`src/rtl/chip8_pkg.sv`:
```
// Shared opcode encodings for the CHIP-8 decode pipeline.
package chip8_pkg;
  localparam int OP_MIN_W = 6;

  localparam logic [5:0] OP_NOP       = 6'd0;
  localparam logic [5:0] OP_CLS       = 6'd1;
  localparam logic [5:0] OP_RET       = 6'd2;
  localparam logic [5:0] OP_JP        = 6'd3;
  localparam logic [5:0] OP_CALL      = 6'd4;
  localparam logic [5:0] OP_SE_VX_NN  = 6'd5;
  localparam logic [5:0] OP_SNE_VX_NN = 6'd6;
  localparam logic [5:0] OP_SE_VX_VY  = 6'd7;
  localparam logic [5:0] OP_LD_VX_NN  = 6'd8;
  localparam logic [5:0] OP_ADD_VX_NN = 6'd9;
  localparam logic [5:0] OP_LD_VX_VY  = 6'd10;
  localparam logic [5:0] OP_OR        = 6'd11;
  localparam logic [5:0] OP_AND       = 6'd12;
  localparam logic [5:0] OP_XOR       = 6'd13;
  localparam logic [5:0] OP_ADD_VX_VY = 6'd14;
  localparam logic [5:0] OP_SUB       = 6'd15;
  localparam logic [5:0] OP_SHR       = 6'd16;
  localparam logic [5:0] OP_SUBN      = 6'd17;
  localparam logic [5:0] OP_SHL       = 6'd18;
  localparam logic [5:0] OP_SNE_VX_VY = 6'd19;
  localparam logic [5:0] OP_LD_I      = 6'd20;
  localparam logic [5:0] OP_JP_V0     = 6'd21;
  localparam logic [5:0] OP_RND       = 6'd22;
  localparam logic [5:0] OP_DRW       = 6'd23;
  localparam logic [5:0] OP_SKP       = 6'd24;
  localparam logic [5:0] OP_SKNP      = 6'd25;
  localparam logic [5:0] OP_LD_VX_DT  = 6'd26;
  localparam logic [5:0] OP_LD_VX_K   = 6'd27;
  localparam logic [5:0] OP_LD_DT_VX  = 6'd28;
  localparam logic [5:0] OP_LD_ST_VX  = 6'd29;
  localparam logic [5:0] OP_ADD_I_VX  = 6'd30;
  localparam logic [5:0] OP_LD_F_VX   = 6'd31;
  localparam logic [5:0] OP_LD_B_VX   = 6'd32;
  localparam logic [5:0] OP_LD_I_VX   = 6'd33;
  localparam logic [5:0] OP_LD_VX_I   = 6'd34;
  localparam logic [5:0] OP_SCD       = 6'd35;
  localparam logic [5:0] OP_SCR       = 6'd36;
  localparam logic [5:0] OP_SCL       = 6'd37;
  localparam logic [5:0] OP_EXIT      = 6'd38;
  localparam logic [5:0] OP_LOW       = 6'd39;
  localparam logic [5:0] OP_HIGH      = 6'd40;
  localparam logic [5:0] OP_LD_HF     = 6'd41;
  localparam logic [5:0] OP_LD_R      = 6'd42;
  localparam logic [5:0] OP_LD_VX_R   = 6'd43;
endpackage

```
`src/rtl/chip8_decode_comb.sv`:
```
// Combinational CHIP-8 / SUPER-CHIP instruction word -> {op, illegal}.
module chip8_decode_comb
  import chip8_pkg::*;
#(
  parameter int OP_W     = 6,
  parameter bit SCHIP_EN = 1'b0
) (
  input  logic [15:0]     instr,
  output logic [OP_W-1:0] op,
  output logic            illegal
);
  logic [5:0] w_code;
  logic       w_ill;
  logic       w_sc;

  assign w_sc = SCHIP_EN;

  always_comb begin
    w_code = OP_NOP;
    w_ill  = 1'b0;
    case (instr[15:12])
      4'h0: begin
        // SUPER-CHIP encodings decode normally but are flagged when disabled
        case (instr[11:0])
          12'h0E0: w_code = OP_CLS;
          12'h0EE: w_code = OP_RET;
          12'h0FB: begin w_code = OP_SCR;  w_ill = !w_sc; end
          12'h0FC: begin w_code = OP_SCL;  w_ill = !w_sc; end
          12'h0FD: begin w_code = OP_EXIT; w_ill = !w_sc; end
          12'h0FE: begin w_code = OP_LOW;  w_ill = !w_sc; end
          12'h0FF: begin w_code = OP_HIGH; w_ill = !w_sc; end
          default: begin
            w_code = OP_SCD;
            w_ill  = !(w_sc && instr[11:4] == 8'h0C);
          end
        endcase
      end
      4'h1: w_code = OP_JP;
      4'h2: w_code = OP_CALL;
      4'h3: w_code = OP_SE_VX_NN;
      4'h4: w_code = OP_SNE_VX_NN;
      4'h5: begin w_code = OP_SE_VX_VY; w_ill = instr[3:0] != 4'h0; end
      4'h6: w_code = OP_LD_VX_NN;
      4'h7: w_code = OP_ADD_VX_NN;
      4'h8: begin
        if (!instr[3])                w_code = OP_LD_VX_VY + 6'(instr[2:0]);
        else if (instr[3:0] == 4'hE)  w_code = OP_SHL;
        else                          w_ill  = 1'b1;
      end
      4'h9: begin w_code = OP_SNE_VX_VY; w_ill = instr[3:0] != 4'h0; end
      4'hA: w_code = OP_LD_I;
      4'hB: w_code = OP_JP_V0;
      4'hC: w_code = OP_RND;
      4'hD: w_code = OP_DRW;
      4'hE: begin
        case (instr[7:0])
          8'h9E:   w_code = OP_SKP;
          8'hA1:   w_code = OP_SKNP;
          default: w_ill  = 1'b1;
        endcase
      end
      default: begin
        case (instr[7:0])
          8'h07:   w_code = OP_LD_VX_DT;
          8'h0A:   w_code = OP_LD_VX_K;
          8'h15:   w_code = OP_LD_DT_VX;
          8'h18:   w_code = OP_LD_ST_VX;
          8'h1E:   w_code = OP_ADD_I_VX;
          8'h29:   w_code = OP_LD_F_VX;
          8'h33:   w_code = OP_LD_B_VX;
          8'h55:   w_code = OP_LD_I_VX;
          8'h65:   w_code = OP_LD_VX_I;
          8'h30:   begin w_code = OP_LD_HF;   w_ill = !w_sc; end
          8'h75:   begin w_code = OP_LD_R;    w_ill = !w_sc; end
          8'h85:   begin w_code = OP_LD_VX_R; w_ill = !w_sc; end
          default: w_ill = 1'b1;
        endcase
      end
    endcase
  end

  assign op      = w_ill ? OP_W'(OP_NOP) : OP_W'(w_code);
  assign illegal = w_ill;
endmodule

```
`src/rtl/chip8_decode_pipe.sv`:
```
// Handshaked CHIP-8 decoder: decode on push, 2-entry output FIFO, flush and
// saturating illegal-word counter. OP_W must be at least chip8_pkg::OP_MIN_W.
module chip8_decode_pipe
  import chip8_pkg::*;
#(
  parameter int ADDR_W    = 12,
  parameter int OP_W      = 6,
  parameter bit SCHIP_EN  = 1'b0,
  parameter int ILL_CNT_W = 8
) (
  input  logic                 clk,
  input  logic                 rst,
  input  logic                 flush,
  input  logic                 in_valid,
  output logic                 in_ready,
  input  logic [15:0]          in_instr,
  output logic                 out_valid,
  input  logic                 out_ready,
  output logic [OP_W-1:0]      out_op,
  output logic                 out_illegal,
  output logic [3:0]           out_x,
  output logic [3:0]           out_y,
  output logic [3:0]           out_n,
  output logic [7:0]           out_nn,
  output logic [ADDR_W-1:0]    out_nnn,
  output logic [ILL_CNT_W-1:0] ill_count
);
  logic [OP_W-1:0]       w_op;
  logic                  w_ill;
  logic                  w_push;
  logic                  w_pop;
  logic [0:0]            w_widx;

  logic [1:0]            r_cnt;
  logic [1:0][OP_W-1:0]  r_op;
  logic [1:0]            r_ill;
  logic [1:0][11:0]      r_fld;
  logic [ILL_CNT_W-1:0]  r_ill_cnt;

  chip8_decode_comb #(.OP_W(OP_W), .SCHIP_EN(SCHIP_EN)) u_dec (
    .instr   (in_instr),
    .op      (w_op),
    .illegal (w_ill)
  );

  assign in_ready  = !rst && (r_cnt != 2'd2);
  assign out_valid = (r_cnt != 2'd0);
  assign w_push    = in_valid && in_ready;
  assign w_pop     = out_valid && out_ready;
  // Slot the new entry lands in once any head pop has shifted the queue
  assign w_widx    = 1'(r_cnt - {1'b0, w_pop});

  always_ff @(posedge clk) begin
    if (rst) begin
      r_cnt     <= '0;
      r_op      <= '0;
      r_ill     <= '0;
      r_fld     <= '0;
      r_ill_cnt <= '0;
    end else if (flush) begin
      r_cnt <= '0;
    end else begin
      if (w_pop) begin
        r_op[0]  <= r_op[1];
        r_ill[0] <= r_ill[1];
        r_fld[0] <= r_fld[1];
      end
      if (w_push) begin
        r_op[w_widx]  <= w_op;
        r_ill[w_widx] <= w_ill;
        r_fld[w_widx] <= in_instr[11:0];
        if (w_ill && !(&r_ill_cnt)) r_ill_cnt <= r_ill_cnt + 1'b1;
      end
      r_cnt <= r_cnt + {1'b0, w_push} - {1'b0, w_pop};
    end
  end

  assign out_op      = r_op[0];
  assign out_illegal = r_ill[0];
  assign out_x       = r_fld[0][11:8];
  assign out_y       = r_fld[0][7:4];
  assign out_n       = r_fld[0][3:0];
  assign out_nn      = r_fld[0][7:0];
  assign out_nnn     = ADDR_W'(r_fld[0]);
  assign ill_count   = r_ill_cnt;
endmodule

```
`config.mk`:
```
export PLATFORM = sky130hd
export DESIGN_NAME = chip8_decode_pipe
export DESIGN_NICKNAME = d
export VERILOG_FILES = /design/src/rtl/chip8_pkg.sv /design/src/rtl/chip8_decode_comb.sv /design/src/rtl/chip8_decode_pipe.sv
export SDC_FILE = /design/constraint.sdc
export NUM_CORES = 1
export LEC_CHECK = 0
export ABC_AREA = 1
export CAP_MARGIN = 15
export CORE_MARGIN = 1.5
export CORE_UTILIZATION = 45
export CTS_BUF_LIST = sky130_fd_sc_hd__clkbuf_4
export DETAILED_ROUTE_END_ITERATION = 10
export MAX_ROUTING_LAYER = met4
export PLACE_DENSITY_LB_ADDON = 0.12
export REMOVE_ABC_BUFFERS = 1
export SETUP_SLACK_MARGIN = 0.5
export SYNTH_ARGS = -nofsm -noshare
export SYNTH_HDL_FRONTEND = slang
export SYNTH_SLANG_ARGS = --single-unit
```
`constraint.sdc`:
```
create_clock -name clk -period 7.08 [get_ports clk]
set_input_delay 1.416 -clock clk [delete_from_list [all_inputs] [get_ports clk]]
set_output_delay 1.416 -clock clk [all_outputs]
set_load 0.01 [all_outputs]
```
==> run summary, run 1 <==
RSZ-0062 raised after global routing: false
P per Cell Area: 156 nW/µm²
Crit end category: output pin
Layout cells sized above 1: 8.75%
Gr ovfl total: 0
Yosys cell types: 33
First-pass GRT wire length: 13,700 µm
Clock network power share: 28.9%
CTS resizes: 0
Max-cap viol count: 0
Synth area leaders: dfxtp_1 29%, nand2_1 14%, buf_4 8.9%
F_max: 0.238 GHz
Pre-Repair DR Iteration Count: 5
Initial antenna violation count: 0
Register area share after synthesis: 29.2%
Number of enable flip-flop cells after synthesis: 0
CP arrival: 2.78 ns
GPL Wtd Cong: 0.890
Worst Path Max Fanout: 10
Die width: 88.5 µm
Internal power: 417 µW
CTS root buffer: clkbuf_4
Synth cell count leaders: 124 x nand2_1, 48 x dfxtp_1, 45 x nor2_1
Fin. max-slew vios: 0
Input/output buffers: 69
Worst-skew pair later-pin latency: 0.38 ns
CP startpoint: rst
Min Tclk post-route: 4.19 ns
Post-Syn Area per Cell: 6.54 µm²
Register bit total from synthesis: 48
Core Area: 6940 µm²
Clock skew: 0.0109 ns
Max Buffers Root-to-Sink: 2
Routed WL per cell: 13.2 µm
Area of the die: 7830 µm²
Vias after detailed routing: 3,242
Synth warn: 0
Largest area contributor in the netlist: dfxtp_1
Vias per Instance: 5.21
Crit path launch type: input port
CTS tree: built
Total track usage: 22.9%
Ys flop type: dfxtp_1
Worst hold path class: register to register
Post-CTS setup repair buffer count: 0
Routed WL: 8190 µm
Post-DP HPWL: 6010 µm
TNS Setup: 0 ns
Setup Viol. Count Final: 0
Diodes inserted: 0
Layout Utilization: 55.3%
Final Hold Vio Count: 0
Number of DRC markers in iteration 0: 180
Core Rows: 30
Cell mode on critical path: clkdlybuf4s50_1
Drt drc: 0
Die Span Y: 88.5 µm
Crit-path cells: clkdlybuf4s50_1 -> a21oi_2 -> clkdlybuf4s50_1
Starting density of the core: 47.4%
Pleak: 0.00153 µW
Max stage delay on crit path: 0.60 ns
Critical Path RT: 5.66 ns
Post-layout net count: 550
CTS Sinks: 48
FFs w/ async S/R, synth: 0%
Period utilization: 59.2%
Hold Crit Start: out_op[4]
Hold buffers post-CTS: 0
Sw Ratio: 30.5%
Critical R2R Launch: r_cnt[1]
Largest net degree at the start of global routing: 39
Mapped Cells: 503
Cell with the most instances after synthesis: nand2_1
Antenna Nets Post-Route: 0
Peak VDD IR: 0.131 mV
Kind of critical path: input port to output pin
Total power draw: 600 µW
Cts bufs inserted: 5
Slew headroom: 34.9%
Synth-to-Final Area Change: 16.8%
Synth Cell Area: 3290 µm²
IO Pins: 70
Yosys top cell area share: 29.2%
H-tree depth: 2
Worst-path clk slew: 0.15 ns
Tightest Pin Transition: 0.976 ns
Vias in the first global route: 3,004
Combinational fraction of design power: 23.1%
Flop pwr share: 47.9%
Critical Path Slowest Stage Cell: clkdlybuf4s50_1
Net Switching: 183 µW
Status: finished clean
-- layout make-up --
type                    instances  area, µm²
clock inverters                 3       46.3
fillers                       680       3100
multi-input cells             350       1780
repair buffers                 70        706
inverters                      50        188
clock buffers                   5       37.5
flip-flops and latches         48        961
well taps                      96        120
-- worst max-delay path, delay by kind of cell --
| family | cells | cell delay, ns |
|---|---|---|
| AO/OA/AOI/OAI | 1 | 0.21 |
| buffers and inverters | 2 | 1.15 |
-- flip-flops by register name, indices dropped and copies added (netlist names) --
signal,flops
out_nnn,12
r_fld,12
ill_count,8
out_op,6
r_op,6
r_cnt,2
r_ill,2
-- cells by family (layout without fill, tap and decap cells) --
family,after synthesis,count (layout),synth area share [%]
buf+inv,105,128,16.6
flops,48,48,29.2
xor+xnor,7,7,1.86
simple gates,227,227,31.5
compound gates,112,112,19.2
fa+ha+maj,4,4,1.52
-- power groups by stage --
stage	combinational, µW	clock, µW	sequential, µW
2_1_floorplan	66.9	0	300
3_3_place_gp	138	0	293
3_5_place_dp	138	0	294
4_1_cts	139	176	288
5_1_grt	154	184	289
6_report	139	174	288
-- per-stage QoR --
step,cell area [µm²],instances,hold slack (ns),setup slack [ns]
finish,3840,622,0.482,2.89
global route,3840,622,0.517,2.64
CTS,3830,621,0.483,2.87
detailed placement,3740,613,0.464,2.54
global placement,3740,613,0.461,2.60
floorplan,2930,448,0.488,3.26
-- cell usage in the layout (no fill, tap or decap), drive strengths merged, types with 3 or more instances in the layout --
| cell type | Yosys | final |
|---|---|---|
| a21oi | 37 | 37 |
| a31oi | 7 | 7 |
| clkbuf | 10 | 5 |
| clkdlybuf4s50 | 0 | 69 |
| dfxtp | 48 | 48 |
| ha | 4 | 4 |
| inv | 50 | 51 |
| nand2 | 129 | 129 |
| nand3 | 23 | 23 |
| nand4 | 13 | 13 |
| nor2 | 53 | 53 |
| nor3 | 4 | 4 |
| o211ai | 14 | 14 |
| o21ai | 41 | 41 |
| o22ai | 12 | 12 |
| or2 | 3 | 3 |
| xnor2 | 4 | 4 |
| xor2 | 3 | 3 |
-- worst paths after layout --
check / endpoint / slack [ns] / cells after the start
setup / recovery: in_ready / 2.89 / 3
hold reg to reg: out_op[4] / 0.48 / 2
setup reg to reg: out_nnn[9] / 3.90 / 10
hold / removal: out_op[4] / 0.48 / 2
-- routing by layer --
layer	track usage, %	up-vias	share of wire, %
met5	-	-	0
met4	5.68	0	1.2
met3	3.26	11	4.0
met2	38.2	86	47
met1	29.2	1471	47
li1	-	1674	-
Note: power is estimated with default switching activity, not from simulation.
==> run 2: changes to the inputs <==
- clock period: 7.08 -> 3.6 ns (I/O delays scaled with it)
==> run 2 against run 1 <==
Sequential power is 97% higher. Hold slack better by 0.0025 ns. Non-clock buffer count grew 3. Utilization rose by 0.22 points. Global-route usage is 1.3 points lower. First-iteration DRC count decreased by 33%. Sequential cell count stayed put. Clock power grew 91%. Die area is the same. Critical path type unchanged. Critical endpoint unchanged. Largest power group unchanged.
==> run summary, run 2 (same netlist as run 1, synthesis figures left out) <==
Cts bufs inserted: 5 (unchanged)
Hold buffers post-CTS: 0 (unchanged)
Core Area: 6940 µm² (unchanged)
Die width: 88.5 µm (unchanged)
CP arrival: 2.09 ns (-0.69 ns)
Drt drc: 0 (unchanged)
Starting density of the core: 47.4% (unchanged)
Vias in the first global route: 2,946 (-1.9%)
Total track usage: 21.6% (-1.3 points)
CP startpoint: rst
Crit end category: output pin
Synth-to-Final Area Change: 17.3%
Max-cap viol count: 0 (unchanged)
Tightest Pin Transition: 0.841 ns (-0.135 ns)
Number of DRC markers in iteration 0: 120 (-33%)
Worst-skew pair later-pin latency: 0.36 ns (-0.02 ns)
Hold Crit Start: out_op[1]
Diodes inserted: 0 (unchanged)
Crit path launch type: input port
Core Rows: 30 (unchanged)
Peak VDD IR: 0.213 mV (+62%)
Post-layout net count: 553 (+0.55%)
Reg2Reg Capture Point: out_nnn[5]
Worst R2R Setup Slack: 0.99 ns (-2.91 ns)
CTS Sinks: 48 (unchanged)
Largest net degree at the start of global routing: 39 (unchanged)
Pleak: 0.00155 µW (+0.84%)
Antenna Nets Post-Route: 0 (unchanged)
Commonest non-fill, non-tap cell in the layout: nand2_1
Total power draw: 1180 µW (+96%)
H-tree depth: 2 (unchanged)
Routed WL: 8150 µm (-0.55%)
Kind of critical path: input port to output pin
Min Tclk post-route: 2.81 ns
Post-CTS setup repair buffer count: 0 (unchanged)
Area of the die: 7830 µm² (unchanged)
Max Buffers Root-to-Sink: 2 (unchanged)
Period utilization: 78.1%
Critical Path RT: 2.88 ns (-2.78 ns)
CTS tree: built
Slew headroom: 43.9% (+9.0 points)
Fin. max-slew vios: 0 (unchanged)
Worst-path clk slew: 0.15 ns (about the same)
Setup Viol. Count Final: 0 (unchanged)
Status: finished clean
Hold path cells: 2 (unchanged)
Worst Hold Path EP: out_op[1]
TNS Setup: 0 ns (unchanged)
CTS resizes: 0 (unchanged)
Reg2Reg Depth: 10 (unchanged)
IO Pins: 70 (unchanged)
Routed WL per cell: 13.0 µm (-1.0%)
Worst Path Max Fanout: 10 (unchanged)
Initial antenna violation count: 0 (unchanged)
CTS root buffer: clkbuf_4
Die Span Y: 88.5 µm (unchanged)
P per Cell Area: 305 nW/µm² (+95%)
Final Hold Vio Count: 0 (unchanged)
Critical R2R Launch: r_cnt[1]
F_max: 0.356 GHz
Input/output buffers: 69 (unchanged)
First-pass GRT wire length: 13,100 µm (-4.3%)
Highest-count cells in the layout ignoring fill and taps: 124 x nand2_1, 69 x clkdlybuf4s50_1, 48 x dfxtp_1
Gr ovfl total: 0 (unchanged)
Pre-Repair DR Iteration Count: 5 (unchanged)
Vias after detailed routing: 3,247 (+0.15%)
Vias per Instance: 5.20 (-0.33%)
Worst hold path class: register to register
GPL Wtd Cong: 0.988 (+11%)
Layout cells sized above 1: 9.26% (+0.52 points)
Clock skew: 0.0101 ns (-0.000834 ns)
RSZ-0062 raised after global routing: false
Post-DP HPWL: 5980 µm (-0.43%)
run 2: metal layers:
layer | global-route usage (%) | vias up | wire length [µm]
li1 | - | 1678 | -
met1 | 26.2 | 1463 | 3890
met2 | 37.4 | 98 | 3840
met3 | 2.89 | 8 | 334
met4 | 6.25 | 0 | 80
met5 | - | - | 0
run 2: critical path, stage by stage:
cell,delay (ns)
clkdlybuf4s50_1,0.60
a21oi_2,0.21
clkdlybuf4s50_1,0.56
run 2: area by class of cell:
type	instances	area [µm²]
Fill cell	691	3090
Multi-Input combinational cell	350	1780
Sequential cell	48	961
Timing Repair Buffer	73	721
Inverter	50	188
Tap cell	96	120
Clock inverter	3	46.3
Clock buffer	5	37.5
run 2: per-stage QoR:
| step | hold slack (ns) | std cells | setup WS [ns] | instance area, µm² | utilization [%] |
|---|---|---|---|---|---|
| floorplan | 0.488 | 448 | 0.477 | 2930 | - |
| global placement | 0.465 | 617 | 0.639 | 3770 | 54.3 |
| detailed placement | 0.465 | 617 | 0.526 | 3770 | 54.3 |
| CTS | 0.486 | 625 | 0.787 | 3860 | 55.5 |
| global route | 0.501 | 625 | 0.644 | 3860 | 55.5 |
| finish | 0.485 | 625 | 0.788 | 3860 | 55.5 |
run 2: report_power, final:
| group | internal (µW) | switching (µW) | leakage (µW) |
|---|---|---|---|
| Combinational | 122 | 155 | 0.00112 |
| Clock | 149 | 185 | 0.0000418 |
| Sequential | 551 | 14.5 | 0.000389 |
| Total | 822 | 354 | 0.00155 |
run 2: worst max-delay path by stage:
stage / end / slack, ns / cells after the start
after floorplan: r_fld[12] / 0.48 / 6
after global placement: out_nnn[8] / 0.64 / 10
after detailed placement: out_nnn[4] / 0.53 / 9
after CTS: in_ready / 0.79 / 3
after global routing: out_nnn[7] / 0.64 / 9
final: in_ready / 0.79 / 3
==> run 3: changes to the inputs <==
- clock period: 3.6 -> 2.6 ns (I/O delays scaled with it)
==> run 3 against run 2 <==
First-iteration DRC count is 100% higher. Setup slack worse by 0.23 ns. Final cell count is 3.8% higher. Register-to-register slack worse by 0.40 ns. Hold slack better by 0.00070 ns. Non-clock buffer count is 23 higher. Clock skew is 0.0039 ns higher.
==> run summary, run 3 (same netlist as run 1, synthesis figures left out) <==
Max-cap viol count: 0 (unchanged)
Worst R2R Setup Slack: 0.59 ns (-0.40 ns)
Max stage delay on crit path: 0.48 ns (-0.12 ns)
Pre-CTS setup slack: 0.000828 ns (-0.525 ns)
Core Area: 6940 µm² (unchanged)
Vias after detailed routing: 3,399 (+4.7%)
CTS Sinks: 48 (unchanged)
IO Pins: 70 (unchanged)
Final Hold Vio Count: 0 (unchanged)
CTS root buffer: clkbuf_4
Slew headroom: 68.7% (+25 points)
Die Span Y: 88.5 µm (unchanged)
Post-layout net count: 577 (+4.3%)
Critical Path Slowest Stage Cell: clkdlybuf4s50_1
Synth-to-Final Area Change: 25.7%
Routed WL: 9650 µm (+18%)
Post-DP HPWL: 6920 µm (+16%)
Initial antenna violation count: 0 (unchanged)
Vias per Instance: 5.24 (+0.81%)
CP arrival: 1.53 ns (-0.56 ns)
Diodes inserted: 0 (unchanged)
Crit-path cells: or2_2 -> clkdlybuf4s50_1
Drt drc: 0 (unchanged)
CP delay by family, top: buffers and inverters
Cts bufs inserted: 5 (unchanged)
Final Worst Setup Slack: 0.554 ns (-0.235 ns)
Tightest Pin Transition: 0.468 ns (-0.373 ns)
Kind of critical path: register to output pin
Pre-Repair DR Iteration Count: 4 (-1)
F_max: 0.489 GHz
Peak VDD IR: 0.210 mV (-1.6%)
GPL Wtd Cong: 0.956 (-3.3%)
Reg2Reg Depth: 11 (+1)
Die width: 88.5 µm (unchanged)
Core Rows: 30 (unchanged)
Setup Viol. Count Final: 0 (unchanged)
Worst hold path class: register to register
Hold path cells: 2 (unchanged)
Highest-count cells in the layout ignoring fill and taps: 122 x nand2_1, 61 x clkdlybuf4s50_1, 46 x dfxtp_1
Placed Instances: 628 (+1.8%)
Critical Path RT: 2.08 ns (-0.80 ns)
H-tree depth: 2 (unchanged)
Layout cells sized above 1: 14.6% (+5.4 points)
Period utilization: 78.7%
Status: finished clean
Layout Utilization: 59.5% (+4.0 points)
Cell depth of the worst setup path: 2 (-1)
Clock skew: 0.0140 ns (+0.00394 ns)
Crit end category: output pin
CTS tree: built
Input/output buffers: 69 (unchanged)
Worst hold slack: 0.485 ns (+0.000698 ns)
Area of the die: 7830 µm² (unchanged)
Gr ovfl total: 0 (unchanged)
Crit path buf inv count: 1 (-1)
Number of DRC markers in iteration 0: 245 (+100%)
Max Buffers Root-to-Sink: 2 (unchanged)
First-pass GRT wire length: 14,800 µm (+13%)
Final std cells w/o fill: 649 (+3.8%)
Antenna Nets Post-Route: 0 (unchanged)
Worst-skew pair later-pin latency: 0.39 ns (+0.03 ns)
Commonest non-fill, non-tap cell in the layout: nand2_1
P per Cell Area: 413 nW/µm² (+36%)
Worst-path clk slew: 0.16 ns (about the same)
Min Tclk post-route: 2.05 ns
Vias in the first global route: 3,044 (+3.3%)
Crit path launch type: register
Total track usage: 25.5% (+3.9 points)
Starting density of the core: 47.4% (unchanged)
Pleak: 0.00173 µW (+12%)
Fin. max-slew vios: 0 (unchanged)
RSZ-0062 raised after global routing: false
Largest net degree at the start of global routing: 39 (unchanged)
Worst Path Max Fanout: 2 (-8)
Routed WL per cell: 14.9 µm (+14%)
==> run 3: what timing repair did <==
| action | 4_1_cts | 5_1_grt |
|---|---|---|
| cloned | 0 | 2 |
| gates resized for setup | 5 | 15 |
| hold buffers | 0 | 0 |
| pin swaps | 0 | 6 |
| endpoints found under the hold margin | 0 | 0 |
| setup endpoints to repair | 23 | 28 |
| setup buffers | 0 | 11 |
==> run 3: metrics by stage <==
step           power [µW]  instance area (µm²)  TNS [ns]
2_1_floorplan         999                 2930     -6.13
3_3_place_gp         1200                 3880   -0.0159
3_5_place_dp         1210                 3880         0
4_1_cts              1680                 3960         0
5_1_grt              1780                 4130         0
6_report             1710                 4130         0
==> run 3: layer usage <==
| layer | global-route usage, % | routed length (µm) |
|---|---|---|
| met1 | 30.2 | 4310 |
| met5 | - | 0 |
| met4 | 8.95 | 267 |
| met3 | 3.26 | 373 |
| met2 | 44.4 | 4700 |
==> run 3: final cells by class <==
cell class              count  area (µm²)
clock buffers               5        37.5
well taps                  96         120
multi-input cells         351        1830
repair buffers             96         953
clock inverters             3        42.5
flip-flops and latches     48         963
fillers                   666        2810
inverters                  50         188
==> run 3: final timing paths <==
check                    end       from
setup reg to reg  out_nnn[0]   r_cnt[0]
setup / recovery   out_valid   r_cnt[0]
hold / removal     out_op[5]  out_op[5]
hold reg to reg    out_op[5]  out_op[5]
==> run 3: power breakdown <==
part	total, µW	internal (µW)	leakage (µW)	switching (µW)
clock	482	201	0.0000428	281
combinational	440	204	0.00130	237
sequential	785	764	0.000390	21.4
==> run 3: worst reg2reg max path, cell delays in order, from the launching register on <==
cell and delay [ns]:
dfxtp_2 0.35, or2_2 0.31, nand2_2 0.08, inv_2 0.05, ha_4 0.27, inv_1 0.06, nor2_2 0.14, inv_2 0.10
buf_12 0.16, o211ai_1 0.14, o21ai_1 0.17, o22ai_1 0.14
